### src/rtl/mips_pkg.sv
// Shared MIPS pipeline definitions: opcodes, ALUOp encodings and the decoded
// control bundle carried from ID into EX.
package mips_pkg;

   localparam int DATA_W = 32;
   localparam int REG_AW = 5;

   localparam logic [5:0] OP_RTYPE = 6'h00;
   localparam logic [5:0] OP_LW    = 6'h23;
   localparam logic [5:0] OP_SW    = 6'h2B;
   localparam logic [5:0] OP_BEQ   = 6'h04;
   localparam logic [5:0] OP_ADDI  = 6'h08;

   typedef enum logic [1:0] {
      ALU_ADD   = 2'b00,
      ALU_SUB   = 2'b01,
      ALU_FUNCT = 2'b10,
      ALU_ADDI  = 2'b11
   } alu_op_t;

   typedef struct packed {
      logic    reg_dst;
      logic    alu_src;
      logic    branch;
      logic    mem_read;
      logic    mem_write;
      logic    reg_write;
      logic    mem_to_reg;
      alu_op_t alu_op;
   } ctrl_t;

   // Unknown opcodes decode to an all-zero bundle, i.e. a NOP.
   function automatic ctrl_t decode_ctrl(input logic [5:0] op);
      ctrl_t c;
      c = '0;
      unique case (op)
         OP_RTYPE: begin c.reg_dst = 1'b1; c.reg_write = 1'b1; c.alu_op = ALU_FUNCT; end
         OP_LW:    begin c.alu_src = 1'b1; c.mem_read = 1'b1; c.mem_to_reg = 1'b1;
                         c.reg_write = 1'b1; c.alu_op = ALU_ADD; end
         OP_SW:    begin c.alu_src = 1'b1; c.mem_write = 1'b1; c.alu_op = ALU_ADD; end
         OP_BEQ:   begin c.branch = 1'b1; c.alu_op = ALU_SUB; end
         OP_ADDI:  begin c.alu_src = 1'b1; c.reg_write = 1'b1; c.alu_op = ALU_ADDI; end
         default:  c = '0;
      endcase
      return c;
   endfunction

   function automatic logic is_known_op(input logic [5:0] op);
      return (op == OP_RTYPE) || (op == OP_LW) || (op == OP_SW) ||
             (op == OP_BEQ) || (op == OP_ADDI);
   endfunction

   function automatic logic uses_rt(input logic [5:0] op);
      return (op == OP_RTYPE) || (op == OP_SW) || (op == OP_BEQ);
   endfunction

endpackage

### src/rtl/reg_file.sv
// 32x32 register file: two combinational read ports with write-through,
// one synchronous write port, r0 hardwired to zero.
module reg_file
   import mips_pkg::*;
#(
   parameter int NUM_REGS = 32,
   parameter int DATA_W   = 32
) (
   input  logic              clk,
   input  logic              rst,
   input  logic              we,
   input  logic [4:0]        waddr,
   input  logic [DATA_W-1:0] wdata,
   input  logic [4:0]        raddr1,
   input  logic [4:0]        raddr2,
   output logic [DATA_W-1:0] rdata1,
   output logic [DATA_W-1:0] rdata2
);

   logic [DATA_W-1:0] mem [NUM_REGS];

   always_ff @(posedge clk) begin
      if (rst) begin
         for (int i = 0; i < NUM_REGS; i++) mem[i] <= '0;
      end else if (we && (waddr != 5'd0)) begin
         mem[waddr] <= wdata;
      end
   end

   // A same-cycle writeback to the address being read wins over the array.
   always_comb begin
      rdata1 = mem[raddr1];
      rdata2 = mem[raddr2];
      if (we && (waddr == raddr1)) rdata1 = wdata;
      if (we && (waddr == raddr2)) rdata2 = wdata;
      if (raddr1 == 5'd0) rdata1 = '0;
      if (raddr2 == 5'd0) rdata2 = '0;
   end

endmodule

### src/rtl/instr_decode.sv
// MIPS ID stage: register read, control decode, immediate extension,
// load-use hazard detection and the ID/EX pipeline register.
module instr_decode
   import mips_pkg::*;
#(
   parameter int NUM_REGS = 32,
   parameter int DATA_W   = 32
) (
   input  logic              clk,
   input  logic              rst,
   input  logic [31:0]       instr,
   input  logic [DATA_W-1:0] pc_4,
   input  logic              flush,
   input  logic              wb_reg_write,
   input  logic [4:0]        wb_write_reg,
   input  logic [DATA_W-1:0] wb_write_data,
   output logic              stall,
   output logic [DATA_W-1:0] pc_4_idex,
   output logic [DATA_W-1:0] rd1_idex,
   output logic [DATA_W-1:0] rd2_idex,
   output logic [DATA_W-1:0] imm_idex,
   output logic [4:0]        rt_idex,
   output logic [4:0]        rd_idex,
   output logic              reg_dst_idex,
   output logic              alu_src_idex,
   output logic              branch_idex,
   output logic              mem_read_idex,
   output logic              mem_write_idex,
   output logic              reg_write_idex,
   output logic              mem_to_reg_idex,
   output logic [1:0]        alu_op_idex
);

   logic [5:0]        op;
   logic [4:0]        rs, rt, rd;
   logic [DATA_W-1:0] rd1, rd2, imm;
   ctrl_t             ctrl;
   ctrl_t             ctrl_q;
   logic              hazard;

   assign op   = instr[31:26];
   assign rs   = instr[25:21];
   assign rt   = instr[20:16];
   assign rd   = instr[15:11];
   assign imm  = {{(DATA_W-16){instr[15]}}, instr[15:0]};
   assign ctrl = decode_ctrl(op);

   reg_file #(.NUM_REGS(NUM_REGS), .DATA_W(DATA_W)) u_reg_file (
      .clk    (clk),
      .rst    (rst),
      .we     (wb_reg_write),
      .waddr  (wb_write_reg),
      .wdata  (wb_write_data),
      .raddr1 (rs),
      .raddr2 (rt),
      .rdata1 (rd1),
      .rdata2 (rd2)
   );

   // stall is a hold request to fetch: while high, PC and IF/ID keep their
   // value and the instruction here is re-presented next cycle. It lasts one
   // cycle because the bubble it inserts clears mem_read_idex.
   always_comb begin
      hazard = 1'b0;
      if (mem_read_idex && (rt_idex != 5'd0) && is_known_op(op)) begin
         hazard = (rt_idex == rs) || (uses_rt(op) && (rt_idex == rt));
      end
      stall = hazard && !flush && !rst;
   end

   always_ff @(posedge clk) begin
      if (rst || flush || stall) begin
         pc_4_idex <= '0;
         rd1_idex  <= '0;
         rd2_idex  <= '0;
         imm_idex  <= '0;
         rt_idex   <= '0;
         rd_idex   <= '0;
         ctrl_q    <= '0;
      end else begin
         pc_4_idex <= pc_4;
         rd1_idex  <= rd1;
         rd2_idex  <= rd2;
         imm_idex  <= imm;
         rt_idex   <= rt;
         rd_idex   <= rd;
         ctrl_q    <= ctrl;
      end
   end

   assign reg_dst_idex    = ctrl_q.reg_dst;
   assign alu_src_idex    = ctrl_q.alu_src;
   assign branch_idex     = ctrl_q.branch;
   assign mem_read_idex   = ctrl_q.mem_read;
   assign mem_write_idex  = ctrl_q.mem_write;
   assign reg_write_idex  = ctrl_q.reg_write;
   assign mem_to_reg_idex = ctrl_q.mem_to_reg;
   assign alu_op_idex     = ctrl_q.alu_op;

endmodule

### config.mk
export PLATFORM = sky130hd
export DESIGN_NAME = instr_decode
export DESIGN_NICKNAME = d
export VERILOG_FILES = /design/src/rtl/mips_pkg.sv /design/src/rtl/reg_file.sv /design/src/rtl/instr_decode.sv
export SDC_FILE = /design/constraint.sdc
export NUM_CORES = 2
export LEC_CHECK = 0
export CAP_MARGIN = 20
export CORE_MARGIN = 3
export CORE_UTILIZATION = 56
export DETAILED_ROUTE_END_ITERATION = 8
export PLACE_DENSITY = 0.8
export SLEW_MARGIN = 10
export SYNTH_ARGS = -nofsm -noshare
export SYNTH_HDL_FRONTEND = slang
export SYNTH_SLANG_ARGS = --single-unit
### constraint.sdc
create_clock -name clk -period 2.35 [get_ports clk]
set_clock_uncertainty 0.1 [all_clocks]
set_input_delay 0.47 -clock clk [delete_from_list [all_inputs] [get_ports clk]]
set_output_delay 0.47 -clock clk [all_outputs]
set_load 0.1 [all_outputs]
==> summary.txt <==
Status
  – Run status: finished, violations left
  – Failing checks: negative setup slack

Yosys
  – Sequential-to-total area share from yosys stat: 56.09%
  – Cells after Synth: 4,288
  – Yosys top cell area share: 51.87%
  – Async SR Flop Fraction: 0%
  – Average size of a mapped cell: 13.83 um2
  – Number of synthesized flops with an enable pin: 1,024
  – Yosys top cell by area: edfxtp_1
  – YS warnings: 0
  – Unique masters post-synth: 56
  – Synth top area cells: edfxtp_1 52%, mux4_2 12%, and2_1 10%, mux2i_1 7.5%, dfxtp_1 4.2%
  – Seq cells post-synth: 1,149
  – Ys flop type: edfxtp_1
  – Mapped cell area: 0.05928 mm2

GRT
  – First-pass GRT wire length: 301,400 um
  – GRT overflow: 0
  – All-Layer GR Usage: 37.68%
  – Initial antenna violation count: 11
  – Number of global-route vias before repair: 43,822
  – Largest net degree at the start of global routing: 60

Floorplan
  – Top Ports: 253
  – Core region area: 0.1042 mm2
  – Die ar.: 0.1098 mm2
  – Die width: 331.4 um
  – Die Y: 331.4 um
  – Core Rows: 118
  – Starting Density: 56.88%

Final layout
  – Fin area: 0.07291 mm2
  – Filler instances: 6,645
  – NumNets Final: 4,974
  – Layout area overhead: 22.99%
  – Reg area: 0.03327 mm2
  – Post-route insts no fill: 6,359
  – Multi-input gate area: 0.02442 mm2
  – Layout cells sized above 1: 29.42%

Drt
  – Iter 0 DRT Violations: 7,208
  – Via count: 44,464
  – DRC Markers: 0
  – Avg WL per Cell: 33.90 um
  – Total length of routed wires: 215,600 um
  – Post-detailed-route count of antenna-violating nets: 0
  – Vias per cell: 6.992
  – Drt pass-1 iters: 8

Power and ir drop
  – PwrDens: 708.3 mW/mm2
  – Worst vdd ir: 0.0007356 V
  – Lkg Pwr: 27.75 nW

Setup path
  – Biggest fanout along the worst timing path: 3
  – Critical Path RT: 1.78 ns
  – CP endpoint kind: primary output
  – Worst Path Class, Setup: flip-flop to primary output
  – CP startpoint kind: flip-flop
  – Worst EP arrival: 2.47 ns

STA
  – Highest clock rate: 328.8 MHz
  – Minimum clock period: 3.042 ns
  – Fin. Hold Viols: 0
  – Min setup slack post-route: -0.6918 ns
  – Worst slew pin tran: 1.006 ns
  – Fin crit share: 129.4%
  – Hold Slack: 0.1514 ns
  – # setup viols final: 113
  – RSZ-0062 raised after global routing: true
  – Relative slew slack: 32.90%
  – Final slew viol count: 0

Place
  – Placed standard-cell area: 0.06813 mm2
  – Post-place setup slack: -0.6599 ns
  – Placed Cells incl. Taps: 6,113
  – I/O Buffers: 252
  – Placer congestion estimate: 1.007
  – Post-detail-place hpwl: 139,900 um

Clock network
  – Clk sinks: 1,149
  – Clock Tree Buf Depth: 3
  – Root buffer cell: clkbuf_16
  – CTS buffer count: 118
  – TritonCTS clock tree: done
  – Clk slew on worst S/H paths: 0.06 ns
  – Clk_lat worst skew: 0.73 ns
  – Htree depth: 3

Run
  – Max_cap viols: 0

Min path
  – Hold crit path type: input pin to flip-flop
[layer usage]
layer / vias to the layer above / routed length (um) / track usage (%)
met1: 21734 / 70210 / 47.67
met3: 983 / 33890 / 12.20
li1: 17460 / - / -
met5: - / 32 / 0
met2: 4281 / 94980 / 56.55
met4: 6 / 16450 / 23.43
[sequential cells by signal (all words and copies together), names as in the netlist]
name,flops
u_reg_file.mem,1024
pc_4_idex,32
rd1_idex,32
rd2_idex,32
imm_idex,16
rt_idex,5
alu_op_idex,2
alu_src_idex,1
branch_idex,1
mem_to_reg_idex,1
mem_write_idex,1
reg_dst_idex,1
reg_write_idex,1
[cells in the mapped netlist, drive strengths merged (5+ instances only)]
library cell / count
clkbuf: 306
and2: 994
and3: 58
edfxtp: 1024
dfxtp: 125
xor2: 15
a211oi: 34
a21oi: 32
mux4: 323
a221oi: 219
o22ai: 30
nor2: 134
nand2: 40
a22oi: 64
o21ai: 98
nor3: 98
or2: 33
xnor2: 6
buf: 164
nand3: 8
mux2i: 442
nand3b: 5
[critical path: stages (launching register included)]
cell and delay, ns:
dfxtp_4 0.34, buf_4 0.14, or4_1 0.48, o211ai_1 0.23
a221o_2 0.25, clkinvlp_4 0.14, buf_12 0.18
[cell type report]
class                   count  share of cell area, %
diodes                      6                0.02059
inverters                   4                0.03089
flip-flops and latches   1149                  45.63
clock inverters            42                 0.5920
well taps                1380                  2.368
repair buffers            900                  12.93
multi-input cells        2696                  33.50
clock buffers             182                  4.930
[stage by stage]
stage          util, %  power (mW)  TNS, ns
3_3_place_gp     65.36       31.85  -577.32
5_1_grt          69.94       52.63   -29.15
4_1_cts          69.26       51.16   -4.322
6_report         69.95       51.64   -20.57
3_5_place_dp     65.36       32.04  -596.73
2_1_floorplan        -       28.50  -0.1890
[placed cells by master, fill, tap and decap left out, types with 33 or more instances in the layout]
master / netlist / routed
clkdlybuf4s50_1: 0 / 94
mux4_2: 323 / 323
mux2i_1: 442 / 442
clkbuf_16: 0 / 136
buf_4: 61 / 607
a211oi_1: 33 / 33
nor3_1: 96 / 44
a221oi_1: 219 / 219
nand2_1: 40 / 40
nor3_2: 2 / 34
edfxtp_1: 1024 / 1024
and3_1: 58 / 54
clkbuf_1: 302 / 35
a22oi_1: 64 / 64
nor2_1: 134 / 99
buf_12: 2 / 179
and2_1: 994 / 994
o21ai_0: 95 / 95
dfxtp_1: 125 / 119
[final timing paths]
path	start	cells after the start	to	slack, ns
setup / recovery	rt_idex[3]$_SDFF_PP0_	6	stall	-0.69
hold / removal	instr[16]	3	rt_idex[0]$_SDFF_PP0_	0.15
setup reg to reg	rt_idex[3]$_SDFF_PP0_	10	rd2_idex[12]$_SDFF_PP0_	-0.36
hold reg to reg	u_reg_file.mem[20][21]$_SDFFCE_PN0P_	5	rd2_idex[21]$_SDFF_PP0_	0.94
[power by group]
part | internal [mW] | leakage [nW] | switching, mW | total (mW)
Sequential | 23.3 | 10.8 | 0.676 | 24.0
Clock | 11.4 | 1.99 | 8.13 | 19.5
Combinational | 3.27 | 15.0 | 4.86 | 8.13
[cells by family (layout without fill, tap and decap cells)]
group | Yosys count | in the layout | share of synthesized area, %
buf+inv | 474 | 1128 | 3.985
compound gates | 484 | 484 | 6.032
other cells | 1 | 38 | 0.006325
mux | 767 | 767 | 19.77
xor+xnor | 21 | 21 | 0.3103
simple gates | 1392 | 1392 | 13.81
flops | 1149 | 1149 | 56.09
[what timing repair did]
item,4_1_cts,5_1_grt
setup buffers,2,4
gates cloned,0,10
hold buffers,0,0
resized for setup,5,87
setup endpoints to repair,1,113
pin swaps,2,5
hold endpoints to repair,0,0
Power figures use the tool's default switching activity.
